--- config.mk ---
export PLATFORM = sky130hd
export DESIGN_NAME = fetch_align_ctrl_flat
export DESIGN_NICKNAME = d
export VERILOG_FILES = /design/src/rtl/fetch_align_ctrl_pkg.sv /design/src/rtl/fetch_align_ctrl_if.sv /design/src/rtl/fetch_align_ctrl_comp_detect.sv /design/src/rtl/fetch_align_ctrl.sv /design/src/flat_wrapper.sv
export SDC_FILE = /design/constraint.sdc
export NUM_CORES = 1
export LEC_CHECK = 0
export ABC_CLOCK_PERIOD_IN_PS = 3200
export BUFFER_PORTS_ARGS = -buffer_cell sky130_fd_sc_hd__buf_4
export CELL_PAD_IN_SITES_DETAIL_PLACEMENT = 0
export CELL_PAD_IN_SITES_GLOBAL_PLACEMENT = 2
export CORE_MARGIN = 10
export CORE_UTILIZATION = 25
export DETAILED_ROUTE_END_ITERATION = 8
export PLACE_DENSITY_LB_ADDON = 0.05
export SLEW_MARGIN = 15
export SYNTH_ARGS = -nofsm -noshare
export SYNTH_HDL_FRONTEND = slang
export SYNTH_SLANG_ARGS = --single-unit
export TNS_END_PERCENT = 50
--- constraint.sdc ---
create_clock -name clk -period 3.2 [get_ports clk]
set_input_delay 0.16 -clock clk [delete_from_list [all_inputs] [get_ports clk]]
set_output_delay 0.16 -clock clk [all_outputs]
set_load 0.02 [all_outputs]
--- src/rtl/fetch_align_ctrl_pkg.sv ---
// Shared IF<->prefetch control types and constants for the fetch alignment controller.
package c_ext_defs;

  localparam logic [31:0] NOP_INSTR        = 32'h0000_0013;
  localparam logic [31:0] RESET_PC_DEFAULT = 32'h8000_0000;

  typedef struct packed {
    logic instr_req;
    logic access_misalign;
    logic is_comp;
    logic clear;
  } type_if2pref_ctrl_s;

  typedef struct packed {
    logic ack;
  } type_pref2if_ctrl_s;

  typedef struct packed {
    logic [31:0] instr;
  } type_pref2if_data_s;

  typedef enum logic [1:0] {
    S_FLUSH = 2'd0,
    S_REQ   = 2'd1,
    S_ACK   = 2'd2
  } type_fetch_align_state_e;

endpackage

--- src/rtl/fetch_align_ctrl_if.sv ---
// Fetch-to-prefetch control channel: request/clear outward, ack and instruction back.
interface fetch_align_ctrl_if;
  import c_ext_defs::*;

  type_if2pref_ctrl_s ctrl;
  type_pref2if_ctrl_s rsp;
  type_pref2if_data_s data;

  modport master (output ctrl, input rsp, input data);
  modport slave  (input ctrl, output rsp, output data);

endinterface

--- src/rtl/fetch_align_ctrl_comp_detect.sv ---
// Classifies a halfword as a compressed (16-bit) instruction; shared with decode.
module fetch_align_ctrl_comp_detect (
  input  logic [1:0] low_bits,
  output logic       is_comp
);

  assign is_comp = (low_bits != 2'b11);

endmodule

--- src/rtl/fetch_align_ctrl.sv ---
// Fetch-side initiator: tracks the halfword PC, requests instructions from prefetch,
// and presents the aligned instruction to decode; redirects flush and reload the PC.
module fetch_align_ctrl
  import c_ext_defs::*;
#(
  parameter int               XLEN     = 32,
  parameter logic [XLEN-1:0]  RESET_PC = RESET_PC_DEFAULT,
  parameter logic [31:0]      NOP      = NOP_INSTR
) (
  input  logic             clk,
  input  logic             rst_n,
  input  logic             redirect_i,
  input  logic [XLEN-1:0]  redirect_pc_i,
  input  logic             stall_i,
  input  logic             peek_valid_i,
  input  logic [15:0]      peek_hw_i,
  fetch_align_ctrl_if.master pref,
  output logic [31:0]      if_instr_o,
  output logic [XLEN-1:0]  if_pc_o,
  output logic             if_is_comp_o,
  output logic             if_valid_o
);

  type_fetch_align_state_e state_q, state_d;
  type_if2pref_ctrl_s      ctrl;
  logic [XLEN-1:0]         pc_q;
  logic                    comp_q;
  logic                    peek_comp;
  logic                    consume;
  logic                    issue;
  logic                    ack_take;

  fetch_align_ctrl_comp_detect u_comp_detect (
    .low_bits (peek_hw_i[1:0]),
    .is_comp  (peek_comp)
  );

  assign consume  = if_valid_o & ~stall_i;
  // Issue only when the output register will be free to take the result.
  assign issue    = (state_q == S_REQ) & peek_valid_i & (~if_valid_o | ~stall_i);
  assign ack_take = (state_q == S_ACK) & pref.rsp.ack;

  // NOTE: every combinational output gets a default first so no path infers a latch.
  always_comb begin
    state_d = state_q;
    ctrl    = '0;
    if (rst_n) begin
      unique case (state_q)
        S_FLUSH: begin
          ctrl.clear = 1'b1;
          state_d    = S_REQ;
        end
        S_REQ: begin
          if (issue) begin
            ctrl.instr_req       = 1'b1;
            ctrl.access_misalign = pc_q[1];
            ctrl.is_comp         = peek_comp;
            state_d              = S_ACK;
          end
        end
        S_ACK: begin
          ctrl.instr_req       = 1'b1;
          ctrl.access_misalign = pc_q[1];
          ctrl.is_comp         = comp_q;
          if (pref.rsp.ack) state_d = S_REQ;
        end
        default: state_d = S_FLUSH;
      endcase
      if (redirect_i) state_d = S_FLUSH;
    end
  end

  assign pref.ctrl = ctrl;

  // NOTE: reset is synchronous, so it lives inside the clocked block; state uses <= only.
  always_ff @(posedge clk) begin
    if (!rst_n) begin
      state_q      <= S_FLUSH;
      pc_q         <= RESET_PC;
      comp_q       <= 1'b0;
      if_valid_o   <= 1'b0;
      if_instr_o   <= NOP;
      if_pc_o      <= RESET_PC;
      if_is_comp_o <= 1'b0;
    end else begin
      state_q <= state_d;
      if (redirect_i) begin
        // A coinciding ack is dropped: the target PC wins and nothing is loaded.
        pc_q       <= redirect_pc_i & ~XLEN'(1);
        if_valid_o <= 1'b0;
        if_instr_o <= NOP;
      end else begin
        if (issue) comp_q <= peek_comp;
        if (ack_take) begin
          if_instr_o   <= comp_q ? {16'b0, pref.data.instr[15:0]} : pref.data.instr;
          if_pc_o      <= pc_q;
          if_is_comp_o <= comp_q;
          if_valid_o   <= 1'b1;
          pc_q         <= pc_q + (comp_q ? XLEN'(2) : XLEN'(4));
        end else if (consume) begin
          if_valid_o <= 1'b0;
        end
      end
    end
  end

endmodule

--- src/flat_wrapper.sv ---
// flat-port wrapper written by rule: the top's interface ports become plain ports
module fetch_align_ctrl_flat import c_ext_defs::*;
#(
  parameter int               XLEN     = 32,
  parameter logic [XLEN-1:0]  RESET_PC = RESET_PC_DEFAULT,
  parameter logic [31:0]      NOP      = NOP_INSTR
)
  (clk, rst_n, redirect_i, redirect_pc_i, stall_i, peek_valid_i, peek_hw_i, if_instr_o, if_pc_o, if_is_comp_o, if_valid_o, pref_ctrl, pref_rsp, pref_data);
  fetch_align_ctrl_if pref_i ();
  input  logic clk;
  input  logic rst_n;
  input  logic redirect_i;
  input  logic [XLEN-1:0] redirect_pc_i;
  input  logic stall_i;
  input  logic peek_valid_i;
  input  logic [15:0] peek_hw_i;
  output logic [31:0] if_instr_o;
  output logic [XLEN-1:0] if_pc_o;
  output logic if_is_comp_o;
  output logic if_valid_o;
  output wire logic [$bits(pref_i.ctrl)-1:0] pref_ctrl;
  input wire logic [$bits(pref_i.rsp)-1:0] pref_rsp;
  input wire logic [$bits(pref_i.data)-1:0] pref_data;
  assign pref_ctrl = pref_i.ctrl;
  assign pref_i.rsp = pref_rsp;
  assign pref_i.data = pref_data;
  fetch_align_ctrl #(.XLEN(XLEN), .RESET_PC(RESET_PC), .NOP(NOP)) u_core (.clk(clk), .rst_n(rst_n), .redirect_i(redirect_i), .redirect_pc_i(redirect_pc_i), .stall_i(stall_i), .peek_valid_i(peek_valid_i), .peek_hw_i(peek_hw_i), .pref(pref_i), .if_instr_o(if_instr_o), .if_pc_o(if_pc_o), .if_is_comp_o(if_is_comp_o), .if_valid_o(if_valid_o));
endmodule
==> flow_metrics.py, run 1 <==
metrics = {
    "power_and_ir_drop": {
        "leakagePower_nw": 2.42,
        "p_per_area_mw_per_mm2": 458,
        "ir_drop_mv": 0.233,
    },
    "timing": {
        "fmax_mhz": 360,
        "timing_hold_violations_final": 0,
        "worstMarginPinSlew_ns": 0.631,
        "slew_headroom_pct": 57.6,
        "finalClockSkew_ns": 0.0100,
        "setup_viol": 0,
        "min_period_over_period_pct": 86.7,
        "rsz0062_at_grt": "no",
        "slew_violations": 0,
        "finalSetupTns_ns": 0,
        "min_period_ns": 2.78,
    },
    "final_layout": {
        "final_nets": 751,
        "drive_gt1_share_pct": 25.5,
        "layoutNonFillerInstCount": 887,
        "final.fill_count": 1857,
        "diodes": 0,
        "multi_input_area_mm2": 0.00220,
        "syn2layout_area_growth_pct": 36.1,
        "regArea_mm2": 0.00198,
    },
    "grt": {
        "grt_start_max_net_pins": 69,
        "grt.busiest_layer": "met2",
        "grt_pass1_wl_um": 22900,
        "grt-ovfl-total": 0,
        "met1_usage_pct": 15.0,
        "antenna_found_initial": 0,
        "gr-usage-all-layers_pct": 12.1,
        "use_met3_pct": 3.27,
        "grt_pass1_vias": 4083,
        "met2_usage_pct": 19.9,
    },
    "drt": {
        "wl_um": 14300,
        "drc": 0,
        "ant_nets": 0,
        "drt_iter0_markers": 159,
        "wire_per_inst_um": 16.1,
        "route.vias.total": 3993,
        "firstDrtPassIters": 4,
        "via_per_inst": 4.50,
    },
    "setup_path": {
        "ff2ff_path_depth": 8,
        "worstSetupEndpointType": "register",
        "worstPathRequired_ns": 3.42,
        "worst-r2r-setup-slack_ns": 0.42,
        "timing.rr.start": "u_core.comp_q",
        "path_max_fanout": 6,
        "worst_setup_path_start_kind": "register",
        "r2r-end": "u_core.pc_q[31]",
        "crit_path_start": "u_core.comp_q",
        "cp.arrival_ns": 2.99,
        "path_class": "register to register",
        "endpoint": "u_core.pc_q[31]",
    },
    "clock_network": {
        "htree_levels": 3,
        "cts_tree": "yes",
        "cts_hold_buf": 0,
        "cts_setup_buffers": 0,
        "clk_pin_slew_ns": 0.07,
        "cts_sinks": 99,
        "clk_path_buf_depth": 2,
        "clk-insertion-delay-late_ns": 0.35,
        "cts_root_buffer": "clkbuf_16",
        "postCtsResizedCells": 0,
        "cts_made_buffers": 9,
    },
    "synthesis": {
        "syn_area_mm2": 0.00435,
        "synth-main-ff-cell": "dfxtp_1",
        "syn_area_per_cell_um2": 8.15,
        "ys_seq_area_share_pct": 45.5,
        "postSynthCellCount": 534,
        "yosysWarnings": 0,
        "ys_ff_latch": 99,
        "yosys-top-cells-area": "dfxtp_1 (46%), nand2_1 (10%), a21oi_1 (6.4%), a21boi_0 (5.7%), and3_1 (2.9%)",
        "syn-num-nets": 627,
        "synth_top_area_share_pct": 45.5,
        "yosysTopAreaCell": "dfxtp_1",
        "async_flop_share_pct": 0,
        "synth_commonest_cells": "nand2_1 (121), dfxtp_1 (99), a21oi_1 (56)",
        "synthMostInstantiatedCell": "nand2_1",
        "ys_types": 42,
        "synth_edf_count": 0,
    },
    "min_path": {
        "min_path_cells": 3,
        "worst_hold_path_type": "input port to register",
    },
    "floorplan": {
        "die_w_um": 152,
        "dieHeight_um": 152,
        "core_area_mm2": 0.0172,
        "die-area_mm2": 0.0231,
        "boundaryPins": 156,
        "placementRows": 48,
        "start_util_pct": 25.3,
    },
    "placement": {
        "io_buffers": 139,
        "placed_cells": 872,
        "dp_hpwl_um": 10100,
        "gp_congestion": 0.724,
    },
    "flow_run": {
        "max-cap-violations": 0,
    },
    "status": {
        "status": "completed",
    },
}
==> per-layer routing <==
layer  routed length [µm]  share of wire, %
met5                    0                 0
met4                  208               1.5
met1                 6630                47
met3                  639               4.5
met2                 6770                48
==> critical path, cell delays in order, from the launching register on <==
cell      delay, ns
dfxtp_1        0.45
ha_1           0.23
inv_1          0.06
fa_1           0.41
nand3b_1       0.34
nor4_2         0.67
nand4_1        0.20
xor2_1         0.19
a21oi_1        0.08
==> metrics by stage <==
step | instance area (µm²) | total power [mW] | setup WS (ns) | util, % | hold slack (ns)
6_report | 5930 | 2.71 | 0.425 | 34.5 | 0.0230
5_1_grt | 5930 | 2.84 | 0.197 | 34.5 | 0.0227
4_1_cts | 5930 | 2.77 | 0.430 | 34.5 | 0.00693
3_5_place_dp | 5600 | 1.54 | 0.455 | 32.6 | 0.379
3_3_place_gp | 5600 | 1.54 | 0.480 | 32.6 | 0.372
2_1_floorplan | 4350 | 1.43 | 0.918 | - | 0.283
==> worst min-delay path by stage <==
stage	from	to	slack (ns)
final	pref_data[1]	u_core.if_instr_o[1]	0.02
after global routing	pref_data[4]	u_core.if_instr_o[4]	0.02
after CTS	pref_data[1]	u_core.if_instr_o[1]	0.007
after detailed placement	pref_data[1]	u_core.if_instr_o[1]	0.38
after global placement	pref_data[4]	u_core.if_instr_o[4]	0.37
after floorplan	pref_data[0]	u_core.if_instr_o[0]	0.28
==> registers in the layout, indices dropped and copies added (netlist names) <==
| signal | cells |
|---|---|
| u_core.if_pc_o | 31 |
| u_core.if_is_comp_o | 1 |
| u_core.if_instr_o | 32 |
| u_core.comp_q | 1 |
| u_core.pc_q | 31 |
| u_core.state_q | 2 |
| u_core.if_valid_o | 1 |
==> kinds of logic after synthesis <==
group	after synthesis	share of synthesized area (%)
AOI/OAI and AO/OA	122	16.8
xor gates and xnor gates	26	5.23
adders and majority gates	7	2.18
buffers and inverters	43	3.91
DFF	99	45.5
muxes	1	0.230
other	1	0.0861
and+or+nand+nor	235	26.1
==> area by class of cell <==
type	instances	area share (%)
sequential	99	33.4
clock inverter	4	1.25
clock buffer	11	4.26
inverter	10	0.633
multi-input combinational	392	37.2
tap	225	4.75
timing repair buffer	146	18.5
==> cell usage in the layout, fill, tap and decap left out, drive strengths merged, types with 2 or more instances in the layout <==
cell    instances
a21boi         33
a21oi          56
and2           10
and3           20
buf           146
bufinv          2
clkbuf         11
clkinv          3
dfxtp          99
ha              6
inv             9
nand2         121
nand2b          4
nand3          14
nand4          15
nor2           29
nor2b           3
nor3            7
nor4            6
o211a           4
o21ai          24
or3             2
xnor2          12
xor2           14
==> where the power goes <==
group,switching [mW],leakage (nW),internal (mW)
clock network,0.482,0.162,0.724
registers,0.0402,0.805,1.26
logic,0.0977,1.45,0.107
total,0.620,2.42,2.09
(Power assumes the default switching activity.)
==> run 2, diff against run 1 <==
--- a/config.mk
+++ b/config.mk
@@ -12,7 +12,7 @@
 export CORE_MARGIN = 10
 export CORE_UTILIZATION = 25
 export DETAILED_ROUTE_END_ITERATION = 8
-export PLACE_DENSITY_LB_ADDON = 0.05
+export PLACE_DENSITY = 0.71
 export SLEW_MARGIN = 15
 export SYNTH_ARGS = -nofsm -noshare
 export SYNTH_HDL_FRONTEND = slang
==> run 2 against run 1 <==
  * Setup slack better by 0.027 ns
  * Final cell count up 0.11%
  * Sequential cell count unchanged
  * Critical path depth unchanged
  * Routed wire length down 2.9%
  * First-iteration DRC count up 33%
  * Critical path type unchanged
==> flow_metrics.py, run 2 (synthesis results as in run 1) <==
metrics = {
    "status": {
        "status": "completed",
    },
    "timing": {
        "fmax_mhz": 364,
        "slew_headroom_pct": 58.1,
        "setup_viol": 0,
        "finalClockSkew_ns": 0.0108,
        "min_period_over_period_pct": 85.9,
        "min_period_ns": 2.75,
        "fin_ws_ns": 0.452,
        "slew_violations": 0,
        "rsz0062_at_grt": "no",
        "timing_hold_violations_final": 0,
        "worstMarginPinSlew_ns": 0.623,
        "finalSetupTns_ns": 0,
    },
    "clock_network": {
        "htree_levels": 3,
        "clk-insertion-delay-late_ns": 0.35,
        "cts_hold_buf": 0,
        "clk_path_buf_depth": 2,
        "cts_sinks": 99,
        "postCtsResizedCells": 0,
        "cts_root_buffer": "clkbuf_16",
        "cts_setup_buffers": 0,
        "clk_pin_slew_ns": 0.08,
        "cts_tree": "yes",
        "cts_made_buffers": 9,
    },
    "placement": {
        "dp_hpwl_um": 10100,
        "placed_cells": 872,
        "io_buffers": 139,
        "preCtsSetupSlack_ns": 0.478,
        "gp_congestion": 0.736,
    },
    "setup_path": {
        "r2r-end": "u_core.pc_q[31]",
        "worstPathRequired_ns": 3.41,
        "path_max_fanout": 6,
        "path_class": "register to register",
        "worst_setup_path_start_kind": "register",
        "cp.arrival_ns": 2.96,
        "timing.rr.start": "u_core.comp_q",
        "worst-r2r-setup-slack_ns": 0.45,
        "worstSetupEndpointType": "register",
        "ff2ff_path_depth": 8,
    },
    "final_layout": {
        "largest_reg_flops": 32,
        "final_common_cell": "buf_4",
        "top_regs": "u_core.if_instr_o: 32 flops, u_core.if_pc_o: 31 flops, u_core.pc_q: 31 flops",
        "final.fill_count": 1886,
        "layoutNonFillerInstCount": 888,
        "diodes": 0,
        "final_nets": 751,
        "drive_gt1_share_pct": 25.6,
        "syn2layout_area_growth_pct": 35.2,
        "final_cell_mix": "buf_4 (146), nand2_1 (121), dfxtp_1 (99)",
        "top_register": "u_core.if_instr_o",
    },
    "floorplan": {
        "core_area_mm2": 0.0172,
        "start_util_pct": 25.3,
        "boundaryPins": 156,
        "die-area_mm2": 0.0231,
        "die_w_um": 152,
        "placementRows": 48,
        "dieHeight_um": 152,
    },
    "power_and_ir_drop": {
        "p_per_area_mw_per_mm2": 436,
        "power_mw": 2.57,
        "leakagePower_nw": 2.39,
        "ir_drop_mv": 0.246,
    },
    "drt": {
        "wire_per_inst_um": 15.6,
        "via_per_inst": 4.53,
        "wl_um": 13800,
        "ant_nets": 0,
        "drc": 0,
        "firstDrtPassIters": 4,
        "drt_iter0_markers": 212,
        "route.vias.total": 4023,
    },
    "min_path": {
        "min_path_cells": 3,
        "worst_hold_path_type": "input port to register",
        "hold_end": "u_core.if_instr_o[0]",
        "hp-start": "pref_data[0]",
    },
    "grt": {
        "grt-ovfl-total": 0,
        "antenna_found_initial": 0,
        "grt_pass1_vias": 4117,
        "grt_pass1_wl_um": 22300,
        "grt_start_max_net_pins": 69,
        "gr-usage-all-layers_pct": 11.7,
    },
    "flow_run": {
        "max-cap-violations": 0,
    },
}
-- run 2: per-stage QoR --
stage / util, % / hold WS (ns) / instance area (µm²)
2_1_floorplan: - / 0.283 / 4350
3_3_place_gp: 32.6 / 0.375 / 5600
3_5_place_dp: 32.6 / 0.381 / 5600
4_1_cts: 34.3 / 0.00166 / 5890
5_1_grt: 34.3 / 0.0159 / 5890
6_report: 34.3 / 0.0152 / 5890
-- run 2: cell type report --
| class | instances | area (µm²) | share of cell area, % |
|---|---|---|---|
| multi-input combinational | 392 | 2200 | 37.4 |
| sequential | 99 | 1980 | 33.7 |
| timing repair buffer | 146 | 1100 | 18.6 |
| tap | 225 | 282 | 4.78 |
| clock buffer | 9 | 225 | 3.83 |
| clock inverter | 7 | 60.1 | 1.02 |
| inverter | 10 | 37.5 | 0.638 |
-- run 2: report_power, final --
| group | internal (mW) | total, mW | switching [mW] |
|---|---|---|---|
| Combinational | 0.107 | 0.205 | 0.0980 |
| Clock | 0.540 | 1.06 | 0.523 |
| Sequential | 1.26 | 1.30 | 0.0394 |
| Total | 1.91 | 2.57 | 0.661 |
-- run 2: worst max-delay path by stage --
stage / start / end / slack, ns / cells past startpoint
after CTS: u_core.comp_q / u_core.pc_q[31] / 0.45 / 8
final: u_core.comp_q / u_core.pc_q[31] / 0.45 / 8
after detailed placement: u_core.comp_q / u_core.pc_q[31] / 0.48 / 8
after global placement: u_core.comp_q / u_core.pc_q[21] / 0.54 / 8
after floorplan: u_core.comp_q / u_core.pc_q[21] / 0.92 / 8
after global routing: u_core.comp_q / u_core.pc_q[31] / 0.27 / 8
-- run 2: critical path, stage by stage, from the launching register on --
cell and delay (ns):
dfxtp_1 0.47, ha_1 0.22, inv_1 0.06, fa_1 0.41
nand3b_1 0.31, nor4_2 0.65, nand4_1 0.20, xor2_1 0.20
a21oi_1 0.08
-- run 2: per-layer routing --
layer / up-vias / wire, µm / GRT usage [%]
li1: 2051 / - / -
met1: 1876 / 6400 / 14.3
met2: 92 / 6320 / 18.4
met3: 4 / 1050 / 5.31
met4: 0 / 70 / 2.75
met5: - / 0 / 0
